$ cat config.mk
export PLATFORM = sky130hd
export DESIGN_NAME = ed_spike_detector
export DESIGN_NICKNAME = d
export VERILOG_FILES = /design/src/rtl/ed_spike_detector.sv
export SDC_FILE = /design/constraint.sdc
export NUM_CORES = 1
export LEC_CHECK = 0
export ABC_AREA = 0
export ABC_CLOCK_PERIOD_IN_PS = 3400
export CAP_MARGIN = 15
export CORE_MARGIN = 2
export CORE_UTILIZATION = 50
export DETAILED_ROUTE_END_ITERATION = 12
export GPL_TIMING_DRIVEN = 0
export PLACE_DENSITY = 0.84
export SLEW_MARGIN = 20
export SYNTH_ARGS = -nofsm -noshare
export SYNTH_HDL_FRONTEND = slang
export SYNTH_SLANG_ARGS = --single-unit
$ cat constraint.sdc
create_clock -name clk -period 3.4 [get_ports clk]
set_input_delay 0.68 -clock clk [delete_from_list [all_inputs] [get_ports clk]]
set_output_delay 0.68 -clock clk [all_outputs]
set_load 0.01 [all_outputs]
$ cat src/rtl/ed_spike_detector.sv
`default_nettype none
// ============================================================================
// Module   : ed_spike_detector
// Brief    : Turns the unsigned energy-of-derivative stream into discrete
//            spike events. An EMA noise floor sets an adaptive threshold.
//            A three-state FSM tracks each supra-threshold excursion, emits
//            one pulse with the peak energy and its timestamp, then holds off
//            for a refractory period.
//            Optional build macro: ED_DET_MAX_LEN_EN caps event length at
//            MAX_LEN accepted samples (undefined: no length limit).
// Revision : 1.0 - initial release
// ============================================================================
module ed_spike_detector #(
  parameter int IN_BITS     = 29,
  parameter int AVG_SH      = 6,
  parameter int THR_MULT_SH = 3,
  parameter int MIN_THR     = 1024,
  parameter int REFRACT     = 32,
  parameter int TS_BITS     = 32,
  parameter int MAX_LEN     = 64
) (
  input  logic               clk,
  input  logic               rst,
  input  logic               in_valid,
  input  logic [IN_BITS-1:0] energy_in,
  output logic               spike,
  output logic [IN_BITS-1:0] spike_peak,
  output logic [TS_BITS-1:0] spike_ts,
  output logic [IN_BITS-1:0] threshold,
  output logic               busy
);

  // Accumulator holds 2^AVG_SH times the average, so it never overflows.
  localparam int c_ACC_W = IN_BITS + AVG_SH;
  localparam int c_SH_W  = IN_BITS + THR_MULT_SH;
  localparam int c_CNT_W = (REFRACT > 0) ? $clog2(REFRACT + 1) : 1;

  typedef enum logic [1:0] {
    ST_IDLE    = 2'd0,
    ST_ABOVE   = 2'd1,
    ST_REFRACT = 2'd2
  } state_t;

  state_t               r_state;
  state_t               w_state_nxt;
  logic [c_ACC_W-1:0]   r_acc;
  logic [TS_BITS-1:0]   r_ts;
  logic [c_CNT_W-1:0]   r_cnt;
  logic [IN_BITS-1:0]   r_peak;
  logic [TS_BITS-1:0]   r_peak_ts;
  logic                 r_spike;
  logic [IN_BITS-1:0]   r_spike_peak;
  logic [TS_BITS-1:0]   r_spike_ts;
  logic [IN_BITS-1:0]   r_thr;

  logic [IN_BITS-1:0]   w_avg;
  logic [c_SH_W-1:0]    w_sh;
  logic [IN_BITS-1:0]   w_sat;
  logic [IN_BITS-1:0]   w_thr_nxt;
  logic                 w_above;
  logic                 w_new_max;
  logic                 w_take;
  logic                 w_end;
  logic                 w_acc_en;
  logic [IN_BITS-1:0]   w_best_peak;
  logic [TS_BITS-1:0]   w_best_ts;

`ifdef ED_DET_MAX_LEN_EN
  localparam int c_LEN_W = $clog2(MAX_LEN + 1);
  logic [c_LEN_W-1:0]   r_len;
`else
  logic                 w_unused_max_len;
  assign w_unused_max_len = (MAX_LEN > 0);
`endif

  // Threshold candidate: avg shifted up, saturated to IN_BITS, floored at MIN_THR.
  assign w_avg     = IN_BITS'(r_acc >> AVG_SH);
  assign w_sh      = c_SH_W'(w_avg) << THR_MULT_SH;
  assign w_sat     = (w_sh > c_SH_W'({IN_BITS{1'b1}})) ? {IN_BITS{1'b1}} : w_sh[IN_BITS-1:0];
  assign w_thr_nxt = (w_sat < IN_BITS'(MIN_THR)) ? IN_BITS'(MIN_THR) : w_sat;

  assign w_above   = energy_in > r_thr;
  assign w_new_max = energy_in > r_peak;

  // Peak reported at event end includes the current sample when it is taken.
  assign w_best_peak = w_take ? energy_in : r_peak;
  assign w_best_ts   = w_take ? r_ts      : r_peak_ts;

  // Next-state and per-sample control decode.
  always_comb begin
    w_state_nxt = r_state;
    w_take      = 1'b0;
    w_end       = 1'b0;
    w_acc_en    = 1'b0;
    case (r_state)
      ST_IDLE: begin
        if (in_valid) begin
          w_acc_en = 1'b1;
          if (w_above) begin
            w_take      = 1'b1;
            w_state_nxt = ST_ABOVE;
`ifdef ED_DET_MAX_LEN_EN
            if (MAX_LEN <= 1) w_end = 1'b1;
`endif
          end
        end
      end
      ST_ABOVE: begin
        if (in_valid) begin
          if (!w_above) begin
            // Terminating sample never contributes to the peak.
            w_end = 1'b1;
          end else begin
            w_take = w_new_max;
`ifdef ED_DET_MAX_LEN_EN
            if (r_len >= c_LEN_W'(MAX_LEN - 1)) w_end = 1'b1;
`endif
          end
        end
      end
      ST_REFRACT: begin
        if (in_valid && (r_cnt <= c_CNT_W'(1))) w_state_nxt = ST_IDLE;
      end
      default: w_state_nxt = ST_IDLE;
    endcase
    if (w_end) w_state_nxt = (REFRACT == 0) ? ST_IDLE : ST_REFRACT;
  end

  // FSM state register.
  always_ff @(posedge clk) begin
    if (rst) r_state <= ST_IDLE;
    else     r_state <= w_state_nxt;
  end

  // Datapath: noise floor, timestamp, peak tracking, refractory count, outputs.
  always_ff @(posedge clk) begin
    if (rst) begin
      r_acc        <= '0;
      r_ts         <= '0;
      r_cnt        <= '0;
      r_peak       <= '0;
      r_peak_ts    <= '0;
      r_spike      <= 1'b0;
      r_spike_peak <= '0;
      r_spike_ts   <= '0;
      r_thr        <= IN_BITS'(MIN_THR);
    end else begin
      r_thr   <= w_thr_nxt;
      r_spike <= w_end;
      if (w_acc_en) r_acc <= r_acc - (r_acc >> AVG_SH) + c_ACC_W'(energy_in);
      if (in_valid) r_ts <= r_ts + TS_BITS'(1);
      if (w_take) begin
        r_peak    <= energy_in;
        r_peak_ts <= r_ts;
      end
      if (w_end) begin
        r_spike_peak <= w_best_peak;
        r_spike_ts   <= w_best_ts;
        r_cnt        <= c_CNT_W'(REFRACT);
      end else if ((r_state == ST_REFRACT) && in_valid) begin
        r_cnt <= r_cnt - c_CNT_W'(1);
      end
    end
  end

`ifdef ED_DET_MAX_LEN_EN
  // Event length: trigger sample counts as 1, held while idle at 1.
  always_ff @(posedge clk) begin
    if (rst) begin
      r_len <= c_LEN_W'(1);
    end else if (r_state == ST_IDLE) begin
      r_len <= c_LEN_W'(1);
    end else if ((r_state == ST_ABOVE) && in_valid) begin
      r_len <= r_len + c_LEN_W'(1);
    end
  end
`endif

  assign spike      = r_spike;
  assign spike_peak = r_spike_peak;
  assign spike_ts   = r_spike_ts;
  assign threshold  = r_thr;
  assign busy       = (r_state != ST_IDLE);

endmodule
`default_nettype wire

* Word level (Yosys, flattened, before mapping)
Cells that the tools add are included.
** Word-level totals
- Flip-flop bits (word level) :: 227
** Cells by class
- Add/subtract/negate cells :: 4
- $lt $le $gt $ge :: 5
- Equal/unequal tests :: 9
- Mux-type cells :: 20
- Bitwise operators :: 1
- Reductions and logical operators :: 9
** Operators by type and width (count)
- 29-bit > comparator :: 2
- 29-bit 2-to-1 mux :: 2
- 35-bit by 29-bit adder with 35-bit output :: 1
- 35-bit by 29-bit subtractor with 35-bit output :: 1
- 32-bit by 1-bit adder with 32-bit output (second input constant) :: 1
- 32-bit by 29-bit > comparator with 1-bit output (second input constant) :: 1
- 32-bit 2-to-1 mux :: 1
- 29-bit by 11-bit < comparator with 1-bit output (second input constant) :: 1
- 6-bit 2-to-1 mux :: 2
- 1-bit 2-to-1 mux :: 9
- 3-bit != test (second input constant) :: 3
- 2-bit 2-to-1 mux :: 4
- 2-bit != test (second input constant) :: 4
- 4-bit AND reduction :: 2
- 6-bit by 1-bit <= comparator with 1-bit output (second input constant) :: 1
- 2-bit one-hot mux with 3 select lines :: 1
- 6-bit by 1-bit subtractor with 6-bit output (second input constant) :: 1
- 2-bit nonzero test :: 2
- 2-bit OR reduction :: 2
- 2-bit by 1-bit == test with 1-bit output (second input constant) :: 1
- 2-bit == test (second input constant) :: 1
- 1-bit logical AND :: 2
- 2-bit zero test :: 1
- 1-bit one-hot mux with 2 select lines :: 1
- 1-bit inverter :: 1

* Depth between registers and ports, before layout
Gate-level depths: netlist (run 1).
- Depth in word-level cells :: 6
- Mapped depth :: 13
- Gate-level depth less buffers :: 13

* Worst setup path after synthesis (run 1)
Ideal clock, no wire load.
- Path type :: input port to flip-flop
- From :: in energy_in[1]
- To :: reg r_acc[30]
- Library setup time :: 74 ps
- Arrival :: 3262 ps
- Required time :: 3326 ps
- Setup slack :: 64 ps
- Stages on the path :: 12
- Buffers on the path :: 0
- Cells stage by stage :: inv_1 -> fa_1 -> inv_1 -> fa_1 -> a21o_1 -> nand4_1 -> nand4_1 -> and4_1 -> a211oi_2 -> o21ai_1 -> or4_1 -> a31oi_1
** Between the ends
- Longest elaborated chain between the ends :: 1
** RTL lines
- from (decl) :: RTL line 25 : input logic [IN_BITS-1:0] energy_in,
- 35-bit by 29-bit adder with 35-bit output :: RTL line 150 : if (w_acc_en) r_acc <= r_acc - (r_acc >> AVG_SH) + c_ACC_W'(energy_in);
- to (signal assigned) :: RTL line 150
- to (decl) :: RTL line 46 : logic [c_ACC_W-1:0] r_acc;
Every way passes these cells.
A chain may end at the register's enable or synchronous reset.

* Worst setup path in the final report (run 1)
- From :: in energy_in[0]
- To :: reg r_spike_peak[4], in the netlist spike_peak[4]
** Between the ends
- Longest elaborated chain between the ends :: 5
- Elaborated cells on any way between the ends :: 11
- Those cells by class :: order compare (2); mux (9)
** RTL lines
- 29-bit > comparator, on equally long branches :: RTL line 83, 82
- 1-bit 2-to-1 mux, on equally long branches :: RTL line 110, 99
- 1-bit 2-to-1 mux, on equally long branches :: RTL line 109, 97
- 1-bit one-hot mux with 2 select lines :: RTL line 95 : case (r_state)
- 29-bit 2-to-1 mux
- to (signal assigned) :: RTL line 157 : r_spike_peak <= w_best_peak;
- to (decl) :: RTL line 52 : logic [IN_BITS-1:0] r_spike_peak;
Parallel ways exist; a longest one is shown, timed or not.

==> results of run 1 <==
worst reg2reg max path, delay by kind of cell (launching register included):
kind / cells / cell delay, ns
adder cells (fa/ha/maj): 2 / 0.92
buffers and inverters: 3 / 0.35
flip-flops: 1 / 0.45
AND/OR/NAND/NOR: 4 / 0.95
AO/OA/AOI/OAI: 3 / 0.46
routing by layer:
layer | routed length [um] | up-vias | GRT usage (%)
li1 | - | 5755 | -
met1 | 17210 | 5804 | 38.66
met2 | 17420 | 561 | 44.81
met3 | 3173 | 100 | 3.837
met4 | 1545 | 0 | 10.66
met5 | 0 | - | 0
metrics by stage:
stage / cell area, um^2 / utilization, % / TNS [ns] / power (mW) / instances
final: 15710 / 60.64 / 0 / 15.92 / 2103
after global routing: 15710 / 60.64 / -0.003149 / 17.02 / 2103
after CTS: 15690 / 60.56 / 0 / 15.56 / 2105
after detailed placement: 14740 / 56.87 / -91.81 / 12.35 / 2057
after global placement: 14740 / 56.87 / -79.75 / 12.17 / 2057
after floorplan: 13090 / - / 0 / 10.02 / 1599
sequential cells by signal, summed over array words and instances, names as in the netlist:
name and cells:
r_cnt 6, r_acc 35, threshold 27, spike_peak 29
r_peak 29, r_ts 32, r_peak_ts 32, r_state 2
spike_ts 32, spike 1
synth_stat cells (3+ instances only):
| cell | number |
|---|---|
| o211ai_1 | 6 |
| a211oi_2 | 3 |
| dfxtp_1 | 225 |
| inv_1 | 196 |
| a21oi_2 | 3 |
| nand2b_1 | 6 |
| nor2_1 | 56 |
| nor4_1 | 10 |
| o21ai_0 | 82 |
| o21bai_1 | 5 |
| a211o_1 | 3 |
| clkbuf_1 | 75 |
| a31oi_1 | 18 |
| buf_1 | 3 |
| nand2_1 | 209 |
| nand4_1 | 31 |
| o21ai_1 | 8 |
| nor2b_1 | 3 |
| xor2_1 | 31 |
| or3_1 | 9 |
| buf_6 | 8 |
| buf_2 | 10 |
| ha_1 | 97 |
| mux2i_1 | 67 |
| fa_1 | 29 |
| and3_1 | 16 |
| and4_1 | 5 |
| nand3_1 | 86 |
| xnor2_1 | 18 |
| nor3_1 | 20 |
| or4_1 | 5 |
| o311ai_1 | 4 |
| nand3b_1 | 3 |
| o31ai_1 | 4 |
| a21oi_1 | 134 |
| a21o_1 | 45 |
| o21a_1 | 22 |
| a211oi_1 | 6 |
cell type report:
type,instances,share of cell area (%)
well taps,335,2.668
repair buffers,134,8.035
inverters,196,4.683
plain buffers,88,2.628
clock buffers,38,4.930
multi-input cells,1080,47.68
flip-flops and latches,225,28.74
clock inverters,7,0.6371
logic make-up (layout without fill, tap and decap cells):
group	after synthesis	after routing
DFF	225	225
buffers and inverters	294	463
adders and majority gates	126	126
and+or+nand+nor	471	471
AOI/OAI and AO/OA	367	367
muxes	67	67
xor gates and xnor gates	49	49
repair_timing:
| action | CTS | global route |
|---|---|---|
| pin swaps | 8 | 8 |
| cloned | 0 | 0 |
| setup endpoints to repair | 89 | 51 |
| resized for setup | 41 | 45 |
| buffers inserted | 9 | 2 |
how the worst min path moves through the flow:
stage | cells past startpoint | end | slack [ns] | startpoint
3_3_place_gp | 2 | r_acc[4]$_SDFFE_PP0P_ | 0.44 | r_acc[4]$_SDFFE_PP0P_
5_1_grt | 3 | r_peak[17]$_SDFF_PP0_ | 0.45 | energy_in[17]
6_report | 3 | r_peak[1]$_SDFF_PP0_ | 0.45 | energy_in[1]
2_1_floorplan | 2 | r_acc[4]$_SDFFE_PP0P_ | 0.43 | r_acc[4]$_SDFFE_PP0P_
3_5_place_dp | 2 | r_acc[5]$_SDFFE_PP0P_ | 0.45 | r_acc[5]$_SDFFE_PP0P_
4_1_cts | 2 | r_acc[5]$_SDFFE_PP0P_ | 0.45 | r_acc[5]$_SDFFE_PP0P_
power by group through the flow:
stage / clock network (mW) / registers (mW) / logic [mW]
floorplan: 0 / 3.44 / 6.58
global placement: 0 / 3.53 / 8.64
detailed placement: 0 / 3.54 / 8.81
CTS: 2.88 / 3.49 / 9.19
global route: 2.99 / 3.56 / 10.5
finish: 2.86 / 3.51 / 9.55
==> impl_metrics.csv, run 1 <==
group,metric,value,unit
finish,drive_gt1_share,7.466,%
power_and_ir_drop,p_sw_share,45.63,%
yosys,async_flop_share,0,%
timing,holdWs,0.4542,ns
timing,drv_slew,0,
setup_path,crit_start,"energy_in[0]",
setup_path,crit_family,"compound AO/OA/AOI/OAI gates",
grt,grt_max_degree,14,
floorplan,die_w,165.8,um
finish,syn2layout_area_growth,20.06,%
timing,setup_violations,0,
route,viasPerCell,5.811,
clocking,cts_sinks,225,
setup_path,startpoint_type,"input port",
route,num_vias,12220,
power_and_ir_drop,p_leak,6.398,nW
setup_path,worst_path_largest_cell_delay,0.53,ns
yosys,synth_edf_count,0,
yosys,synth_top_area_share,34.42,%
route,drtAntennaViolNets,0,
timing,hold_violations,0,
yosys,ys_seq_elements,225,
grt,grt_pass1_vias,11840,
clocking,insertion_delay,0.55,ns
finish,fillers,2216,
clocking,htreeDepth,1,
finish,final_cell_mix,"218 x dfxtp_1, 209 x nand2_1, 196 x inv_1, 129 x a21oi_1, 97 x clkdlybuf4s50_1",
power_and_ir_drop,p_clk_share,17.9,%
floorplan,chipHeight,165.8,um
setup_path,reg2reg_depth,12,
finish,seq_area,0.004516,mm^2
finish,fin_nets,1908,
setup_path,rr_endpoint,"r_acc[34]$_SDFFE_PP0P_",
floorplan,die_area,0.02748,mm^2
yosys,syn_avg_cell_area,8.184,um^2
grt,track_usage,28.03,%
setup_path,cp_slowest_cell,"clkdlybuf4s50_1",
yosys,syn-instance-count,1599,
yosys,synth_xor_area_share,3.279,%
timing,final.setup_skew,0.01431,ns
setup_path,crit_path_end,"spike_peak[4]$_SDFFE_PP0P_",
floorplan,row_count,59,
clocking,cts_buffers,25,
run,cap_viol_max_count,0,
yosys,yosysTopAreaCell,"dfxtp_1",
setup_path,critPathBufInv,4,
grt,grt_pass1_wl,62.85,mm
yosys,synth_top_family_by_area,"compound AO/OA/AOI/OAI gates",
setup_path,timing.rr.start,"r_acc[23]$_SDFFE_PP0P_",
timing,fmax,300.5,MHz
power_and_ir_drop,switchingPower,7.263,mW
floorplan,start_util,50.50,%
place,gp_congestion,0.9590,
place,dp_hpwl,29.07,mm
yosys,syn_area,0.01309,mm^2
clocking,cts_buffer_depth,3,
place,io_buffers,123,
setup_path,cp.arrival,3.78,ns
timing,slew-limit-headroom,44.90,%
setup_path,crit_type,"in -> reg",
yosys,synth_area_leaders,"dfxtp_1 34%, ha_1 9.3%, nand2_1 6.0%",
clocking,cts.clk_slew.worst_paths,0.06,ns
clocking,ctsHoldBuffers,0,
clocking,cts_tree,"done",
timing,finalCritPeriodShare,97.87,%
timing,worst_slew_pin_slew,0.8265,ns
setup_path,rrSetupSlack,0.12,ns
timing,period_needed,3.328,ns
run_status,status,"complete, no violations",
finish,final_common_cell,"dfxtp_1",
power_and_ir_drop,power.density,1013,mW/mm^2
route,drc,0,
floorplan,ios,124,
grt,antenna_found_initial,0,
route,dr.pass1.iters,10,
power_and_ir_drop,irDropWorstVdd,520.7,uV
route,drtIter0Drc,1138,
route,wire_per_inst,18.71,um
power_and_ir_drop,p_int,8.653,mW
clocking,clock-root-buffer,"clkbuf_16",
worst_hold_path,hp-class,"in -> reg",
place,pre_cts_ws,-1.110,ns
grt,gr-total-overflow,0,
finish,multi_input_area,0.007491,mm^2
yosys,yosys.area_share.adder,13.71,%
timing,worst_slack,0.07229,ns
floorplan,core,0.02591,mm^2
setup_path,worst_setup_path_end_kind,"flip-flop",
yosys,ys_seq_area_share,34.42,%
yosys,muxShareOfSynthArea,5.125,%
power_and_ir_drop,p_comb_share,60.0,%
yosys,syn-num-nets,1757,
setup_path,crit_required,3.85,ns
yosys,yosysWarnings,0,
yosys,synth-compound-area-share,17.64,%
yosys,synthSimpleGateAreaFrac,16.78,%
setup_path,crit_chain,"clkdlybuf4s50_1 -> inv_1 -> ha_1 -> nor2b_1 -> o21a_1 -> o21ai_1 -> a211oi_1 -> o211ai_1 -> a211oi_4 -> buf_4 -> clkbuf_1 -> o21ai_0 -> a21oi_1",
power_and_ir_drop,seqPwrFrac,22.0,%
yosys,ys.flop_type,"dfxtp_1",
route,finalWirelength,39.34,mm
finish,diodes,0,
yosys,synth_cell_types,68,
setup_path,path_max_fanout,10,
timing,rsz0062_at_grt,"true",
setup_path,cp_num_cells,13,
Power figures use the tool's default switching activity.
==> run 2, diff against run 1 <==
--- a/config.mk
+++ b/config.mk
@@ -10,8 +10,9 @@
 export CAP_MARGIN = 15
 export CORE_MARGIN = 2
-export CORE_UTILIZATION = 50
+export CORE_UTILIZATION = 40
+export CTS_BUF_LIST = sky130_fd_sc_hd__clkbuf_2
 export DETAILED_ROUTE_END_ITERATION = 12
 export GPL_TIMING_DRIVEN = 0
-export PLACE_DENSITY = 0.84
+export PLACE_DENSITY = 0.71
 export SLEW_MARGIN = 20
 export SYNTH_ARGS = -nofsm -noshare
==> constraint.sdc (replaced) <==
create_clock -name clk -period 3.4 [get_ports clk]
set_input_delay 1.02 -clock clk [delete_from_list [all_inputs] [get_ports clk]]
set_output_delay 1.02 -clock clk [all_outputs]
set_load 0.01 [all_outputs]
==> impl_metrics.csv, run 2 (synthesis results as in run 1) <==
group,metric,value,unit
setup_path,cp_slowest_cell,"clkdlybuf4s50_1",
route,num_vias,12140,
finish,multi_input_area,0.007580,mm^2
finish,top_register,"r_acc",
floorplan,die_w,184.9,um
finish,stdcell_area,0.01563,mm^2
worst_hold_path,min_from,"energy_in[1]",
timing,fmax,301.3,MHz
timing,setup_violations,0,
grt,track_usage,23.04,%
route,viasPerCell,5.344,
finish,seq_area,0.004507,mm^2
setup_path,timing.rr.start,"r_acc[17]$_SDFFE_PP0P_",
route,wl_met1,18.19,mm
finish,drive_gt1_share,9.464,%
power_and_ir_drop,power.density,972.0,mW/mm^2
grt,antenna_found_initial,1,
floorplan,start_util,40.43,%
clocking,htreeDepth,2,
route,finalWirelength,39.56,mm
route,wl_met2,17.16,mm
timing,rsz0062_at_grt,"false",
run_status,status,"complete, no violations",
setup_path,path_max_fanout,10,
clocking,ctsHoldBuffers,0,
timing,drv_slew,0,
setup_path,cp_num_cells,12,
run,cap_viol_max_count,0,
route,maxUsedRoutingLayer,"met4",
clocking,cts_sinks,225,
setup_path,cp.arrival,4.11,ns
clocking,cts_buffer_depth,3,
setup_path,crit_required,4.19,ns
floorplan,ios,124,
timing,hold_violations,0,
power_and_ir_drop,p_leak,6.417,nW
route,drc,0,
finish,fin_nets,1945,
setup_path,worst_path_largest_cell_delay,0.52,ns
timing,slew-limit-headroom,34.03,%
setup_path,rr_endpoint,"r_acc[30]$_SDFFE_PP0P_",
power_and_ir_drop,irDropWorstVdd,442.9,uV
setup_path,rrSetupSlack,0.15,ns
grt,grt_pass1_vias,11850,
place,io_buffers,123,
finish,final_common_cell,"dfxtp_1",
timing,worst_slew_pin_slew,0.9896,ns
power_and_ir_drop,finalPower,15.19,mW
setup_path,crit_type,"in -> reg",
clocking,clock-root-buffer,"clkbuf_2",
worst_hold_path,hp-class,"in -> reg",
floorplan,core,0.03237,mm^2
setup_path,crit_start,"energy_in[26]",
setup_path,startpoint_type,"input port",
setup_path,crit_path_end,"spike_peak[19]$_SDFFE_PP0P_",
route,route.met3.wl,2.804,mm
clocking,insertion_delay,0.92,ns
floorplan,chipHeight,184.9,um
setup_path,worst_setup_path_end_kind,"flip-flop",
clocking,cts.clk_slew.worst_paths,0.09,ns
floorplan,die_area,0.03418,mm^2
clocking,cts_buffers,59,
clocking,cts_tree,"done",
timing,final.setup_skew,0.07259,ns
setup_path,crit_chain,"clkdlybuf4s50_1 -> ha_1 -> a21o_1 -> a21o_1 -> a21oi_2 -> o21ai_2 -> a2111oi_4 -> a211o_1 -> buf_2 -> buf_2 -> nand3_1 -> a21oi_1",
place,dp_hpwl,29.99,mm
grt,grt_pass1_wl,62.07,mm
route,drtIter0Drc,808,
finish,syn2layout_area_growth,19.45,%
route,dr.pass1.iters,5,
place,placed_area,0.01500,mm^2
grt,gr-total-overflow,0,
setup_path,reg2reg_depth,13,
grt,grt_max_degree,18,
finish,fillers,3221,
setup_path,critPathBufInv,3,
setup_path,crit_family,"compound AO/OA/AOI/OAI gates",
floorplan,row_count,66,
finish,final_cell_mix,"223 x dfxtp_1, 209 x nand2_1, 194 x inv_1, 129 x a21oi_1, 98 x clkdlybuf4s50_1",
place,gp_congestion,0.9331,
route,drtAntennaViolNets,0,
route,wire_per_inst,17.42,um
timing,period_needed,3.319,ns
timing,finalCritPeriodShare,97.63,%
finish,largest_reg_flops,35,
run 2: power by group:
group	switching [mW]	internal [mW]
sequential	0.441	3.06
clock	1.15	0.650
combinational	5.77	4.12
run 2: metrics by stage:
stage / TNS (ns) / worst slack, ns / cells / util, % / hold slack [ns]
after floorplan: -0.6577 / -0.1458 / 1599 / - / 0.4319
after global placement: -142.88 / -1.292 / 2164 / 46.32 / 0.4413
after detailed placement: -144.98 / -1.318 / 2164 / 46.32 / 0.4469
after CTS: 0 / 0.007864 / 2269 / 48.00 / 0.4662
after global routing: 0 / 0.005960 / 2271 / 48.29 / 0.3811
final: 0 / 0.08067 / 2271 / 48.29 / 0.4126
run 2: worst min path at each step:
stage,to,cells past startpoint
after floorplan,r_acc[4]$_SDFFE_PP0P_,2
after global placement,r_acc[5]$_SDFFE_PP0P_,2
after detailed placement,r_peak_ts[29]$_SDFF_PP0_,2
after CTS,r_acc[5]$_SDFFE_PP0P_,2
after global routing,r_peak[1]$_SDFF_PP0_,3
final,r_peak[1]$_SDFF_PP0_,3
run 2: cell type report:
class,count,share of cell area (%)
multi-input combinational,1080,48.49
sequential,225,28.83
timing repair buffer,134,8.461
inverter,196,4.707
tap,442,3.538
buffer,91,2.778
clock buffer,80,2.561
clock inverter,22,0.6163
antenna,1,0.01601
run 2: repair_timing:
item | 4_1_cts | 5_1_grt
setup buffers | 8 | 3
endpoints found under the setup margin | 50 | 122
resized for setup | 24 | 29
pin swaps | 6 | 6
hold endpoints to repair | 0 | 0
run 2: worst register-to-register path, cell delays in order (launching register included):
cell,delay [ns]
dfxtp_2,0.38
inv_1,0.09
fa_1,0.51
inv_1,0.04
ha_1,0.29
buf_6,0.14
a21o_1,0.19
o21bai_1,0.18
a211oi_2,0.25
o31ai_2,0.13
a211oi_2,0.28
o21ai_1,0.12
or4_1,0.41
a31oi_1,0.14
run 2: per-layer routing:
metal	track usage, %	vias to the layer above
met2	35.57	425
met1	31.35	5783
met5	0	-
met4	9.778	0
met3	4.503	75
li1	-	5853
==> RTL change 1, RTL diff (config.mk and constraints of run 1) <==
Re-encode `state_t` (3 states) as one-hot, 3 bits wide.
--- a/src/rtl/ed_spike_detector.sv
+++ b/src/rtl/ed_spike_detector.sv
@@ -37,6 +37,6 @@
 
-  typedef enum logic [1:0] {
-    ST_IDLE    = 2'd0,
-    ST_ABOVE   = 2'd1,
-    ST_REFRACT = 2'd2
+  typedef enum logic [2:0] {
+    ST_IDLE    = 3'b001,
+    ST_ABOVE   = 3'b010,
+    ST_REFRACT = 3'b100
   } state_t;
Formal check against the unedited RTL: no difference found for any inputs over 4 cycles, from zero or initial values and one cycle with rst high; so few cycles prove little.
==> RTL change 1 against run 1 <==
  * Synthesized cell count shrank 12%
  * Global-route usage is 2.5 points lower
  * Sequential cell count increased by 1
  * Synthesized area down 5.1%
  * Cell area shrank 3.2%
  * Clock power barely moved
  * Non-clock buffer count is 29 lower
  * Wire length is 14% lower
  * Total power fell by 21%
  * Sequential power down 5%
  * Worst setup slack lost 0.038 ns
  * Largest cell class unchanged
==> RTL change 1: results (changes against run 1) <==
** Run status
- Result of the run :: finished, final reports clean (unchanged)

** Synth
- The net count after synthesis was 1568 (was 1757).
- Area fraction in compound gates after synthesis :: 12.8% (was 17.6%)
- Biggest area contributors in the synthesized netlist: sky130_fd_sc_hd__dfxtp_1, sky130_fd_sc_hd__mux2i_1, sky130_fd_sc_hd__ha_1, sky130_fd_sc_hd__nor2_1, sky130_fd_sc_hd__inv_1 (was sky130_fd_sc_hd__dfxtp_1, sky130_fd_sc_hd__ha_1, sky130_fd_sc_hd__nand2_1, sky130_fd_sc_hd__inv_1, sky130_fd_sc_hd__a21oi_1).
- The adder-cell share of the synthesized area was 14.4% (was 13.7%).
- The proportion of synthesized chip area in sequential cells came to 36.4% (was 34.4%).
- The distinct cell type count of the synthesized netlist came to 65 (was 68).
- The fraction of synthesized area in multiplexers was 10.1% (was 5.12%).

** Global route
- Via count of the first global-routing pass :: 10.4k (was 11.8k)
- The initial antenna violation count is 1 (was 0).
- The met3 routing resource usage after global routing came to 3.42% (was 3.84%).
- GR Layer Usage met2 :: 44.5% (was 44.8%)
- Largest net degree at the start of global routing :: 15 (was 14)
- Total routing resource utilization after global routing :: 25.6% (was 28.0%)

** CTS
- Clock buffer count from CTS :: 24 (was 25)
- The clock insertion delay at the later pin of the skew report is 0.53 ns (was 0.55 ns).

** Timing
- Final Skew :: 0.0197 ns (was 0.0143 ns)
- Worst max-slew margin expressed relative to the limit :: 36.0% (was 44.9%)

** Layout
- The final net count is 1729 (was 1908).

** Setup path
- Beginning of the critical path :: energy_in[18] (was energy_in[0])

** Power and ir drop
- Peak ir drop on the vdd network :: 0.459 mV (was 0.521 mV)

** Placed design
- The placed wire-length estimate came to 25.3 mm (was 29.1 mm).
- The last weighted congestion value of the routability-driven placer is 0.961 (was 0.959).
- The number of port buffers came to 122 (was 123).

** Worst hold path
- The worst hold-check path type is reg2reg (was in2reg).
-- RTL change 1: worst min path at each step --
stage | startpoint | to | slack (ns) | cells after the start
2_1_floorplan | r_acc[4] | r_acc[4] | 0.43 | 2
3_3_place_gp | r_acc[3] | r_acc[3] | 0.44 | 2
3_5_place_dp | r_acc[3] | r_acc[3] | 0.45 | 2
4_1_cts | r_acc[3] | r_acc[3] | 0.46 | 2
5_1_grt | r_acc[4] | r_acc[4] | 0.48 | 2
6_report | r_acc[3] | r_acc[3] | 0.46 | 2
-- RTL change 1: final cells by class --
type                       count  area, um2  share of cell area (%)
clock buffer                  31        688                    4.53
timing repair buffer         135       1230                    8.06
buffer                        58        314                    2.07
multi-input combinational    935       7130                    46.9
clock inverter                13        183                    1.20
inverter                     191        717                    4.71
sequential                   226       4540                    29.9
tap                          324        405                    2.67
antenna                        1       2.50                  0.0165
-- RTL change 1: cells by family after synthesis --
logic type,Yosys count
mux,125
simple gates,396
xor+xnor,52
buf+inv,249
flops,226
fa+ha+maj,126
compound gates,236
-- RTL change 1: tightest hold or removal path: cells and delay by family (launching register included) --
kind | cells | cell delay [ns]
AOI/OAI and AO/OA | 1 | 0.05
DFF | 1 | 0.31
and+or+nand+nor | 1 | 0.05
-- RTL change 1: metal layers --
metal | wire length [um] | share of wire [%]
met5 | 0 | 0
met4 | 1450 | 4.3
met3 | 2090 | 6.2
met2 | 16500 | 49
met1 | 13700 | 41
-- RTL change 1: timing repair --
item	in CTS	in global routing
setup endpoints to repair	151	130
setup buffers	8	5
pin swaps	10	16
resized for setup	58	69
hold buffers	0	0
-- RTL change 1: metrics by stage --
step	instances	setup WS [ns]	instance area, um2	setup TNS (ns)	util (%)
6_report	1914	0.0345	15200	0	62.5
5_1_grt	1914	-0.0109	15200	-0.0217	62.5
4_1_cts	1908	0.00236	15100	0	62.3
3_5_place_dp	1856	-1.12	14100	-128.10	58.1
3_3_place_gp	1856	-1.12	14100	-129.94	58.1
2_1_floorplan	1410	0.00420	12500	0	-
-- RTL change 1: power by group --
part,internal [mW],leakage (nW),switching (mW)
Combinational,2.87,4.53,3.49
Clock,1.74,0.417,1.12
Sequential,2.99,1.84,0.330
Total,7.60,6.79,4.93
==> RTL change 2, RTL diff (config.mk and constraints of run 1) <==
Without the edit above. Set the parameter `REFRACT` to 64 (it was 32).
--- a/src/rtl/ed_spike_detector.sv
+++ b/src/rtl/ed_spike_detector.sv
@@ -17,3 +17,3 @@
   parameter int MIN_THR     = 1024,
-  parameter int REFRACT     = 32,
+  parameter int REFRACT     = 64,
   parameter int TS_BITS     = 32,
Function: no difference found for any inputs over 4 cycles, from zero or initial values and one cycle with rst high; that may be too few to reach the edited logic, so the function may still have changed.
==> RTL change 2 against run 1 <==
  * Worst hold slack about the same
  * Wire length down 7.3%
  * Worst setup slack worse by 0.0051 ns
  * First-iteration DRC count down 12%
  * Via count down 7.6%
  * Combinational power down 32%
  * Sequential cell count up 1
  * Register-to-register slack worse by 0.03 ns
  * Cell area down 3.4%
  * Total power down 23%
  * Synthesized area down 4.3%
  * Non-clock buffer count down 22
  * Critical path type unchanged
  * Largest cell class unchanged
  * Largest power group unchanged
==> RTL change 2: results (changes against run 1) <==
** Run status
- Result of the run :: finished, final reports clean (unchanged)

** Synth
- The net count after synthesis is 1648 (was 1757).
- Adder and majority cell fraction of the synthesized area :: 14.3% (was 13.7%)
- Count of unique library cells instantiated by Yosys :: 67 (was 68)
- Biggest area contributors in the synthesized netlist: sky130_fd_sc_hd__dfxtp_1, sky130_fd_sc_hd__ha_1, sky130_fd_sc_hd__nand2_1, sky130_fd_sc_hd__inv_1, sky130_fd_sc_hd__mux2i_1 (was sky130_fd_sc_hd__dfxtp_1, sky130_fd_sc_hd__ha_1, sky130_fd_sc_hd__nand2_1, sky130_fd_sc_hd__inv_1, sky130_fd_sc_hd__a21oi_1).
- Sequential cell area fraction in the yosys report :: 36.1% (was 34.4%)
- The fraction of synthesized area in multiplexers was 5.20% (was 5.12%).
- Commonest cells post-synth: sky130_fd_sc_hd__dfxtp_1, sky130_fd_sc_hd__nand2_1, sky130_fd_sc_hd__inv_1 (unchanged).

** Placed design
- Final HPWL from detailed placement :: 27.4 mm (was 29.1 mm)
- Inst Count DP :: 1936 (was 2057)
- The number of port buffers was 122 (was 123).
- Standard cell area after detailed placement :: 14200 um2 (was 14700 um2)
- The last weighted congestion value of the routability-driven placer was 0.949 (was 0.959).

** Layout
- Count of buffers not belonging to the clock network in the layout :: 200 (was 222)
- The final-layout clock-cell area share was 4.76% (was 5.57%).
- The final cell count without fillers was 1980 (was 2103).
- The number of fillers in the final layout was 1989 (was 2216).
- Layout buffering overhead excluding clock cells :: 10.7% (about the same)
- The clock buffer instance count of the final layout was 31 (was 38).
- The final net count was 1801 (was 1908).
- The area taken by multi-input logic gates was 7160 um2 (was 7490 um2).
- Layout area overhead :: 21.3% (was 20.1%)

** CTS
- The number of buffers created by CTS was 24 (was 25).

** Setup path
- Worst reg2reg startpoint :: r_acc[9] (was r_acc[23])
- Crit path max-delay cell type :: sky130_fd_sc_hd__fa_1 (was sky130_fd_sc_hd__clkdlybuf4s50_1)
- The data arrival time at the worst-slack endpoint is 3.79 ns (was 3.78 ns).
- The family with the most delay on the worst path is simple AND/OR/NAND/NOR gates (was compound AO/OA/AOI/OAI gates).
- R2R setup slack :: 0.09 ns (was 0.12 ns)

** Power and ir drop
- The static leakage power was 6.20 nW (was 6.40 nW).

** Drt
- The number of detailed-route iterations in the first pass came to 5 (was 10).
- Mean routed wirelength per cell :: 18.4 um (was 18.7 um)
- Post-DR vias/cell :: 5.70 (was 5.81)
- Iteration-0 DRC count of the detailed router :: 997 (was 1138)

** Worst hold path
- The worst hold endpoint is r_peak[7] (was r_peak[1]).

** Timing
- Slew @ Worst Pin :: 0.891 ns (was 0.827 ns)
- The setup clock skew after layout is 0.0105 ns (was 0.0143 ns).

** Global route
- The overall track demand over capacity in global routing was 27.4% (was 28.0%).
-- RTL change 2: cell types whose count changed in the layout (fill, tap and decap cells not counted), moves of 7 or more --
cell,before,now
sky130_fd_sc_hd__inv_2,0,10
sky130_fd_sc_hd__xnor2_1,18,26
sky130_fd_sc_hd__a21oi_1,129,69
sky130_fd_sc_hd__nand2_1,209,195
sky130_fd_sc_hd__dlygate4sd2_1,13,4
sky130_fd_sc_hd__xor2_1,31,20
sky130_fd_sc_hd__o21ai_0,81,88
sky130_fd_sc_hd__and3_1,16,9
sky130_fd_sc_hd__a31oi_1,18,7
sky130_fd_sc_hd__clkbuf_1,66,49
sky130_fd_sc_hd__inv_1,196,184
-- RTL change 2: per-layer routing --
metal	track usage, %	vias up	routed length (um)
met4	12.4	2	1760
met5	0	-	14
met2	46.6	436	17300
met3	5.23	124	2710
li1	-	5355	-
met1	33.8	5376	14700
-- RTL change 2: timing repair --
item,CTS,global route
setup buffers,2,8
pin swaps,3,7
hold buffers,0,0
endpoints found under the setup margin,78,50
resized for setup,69,49
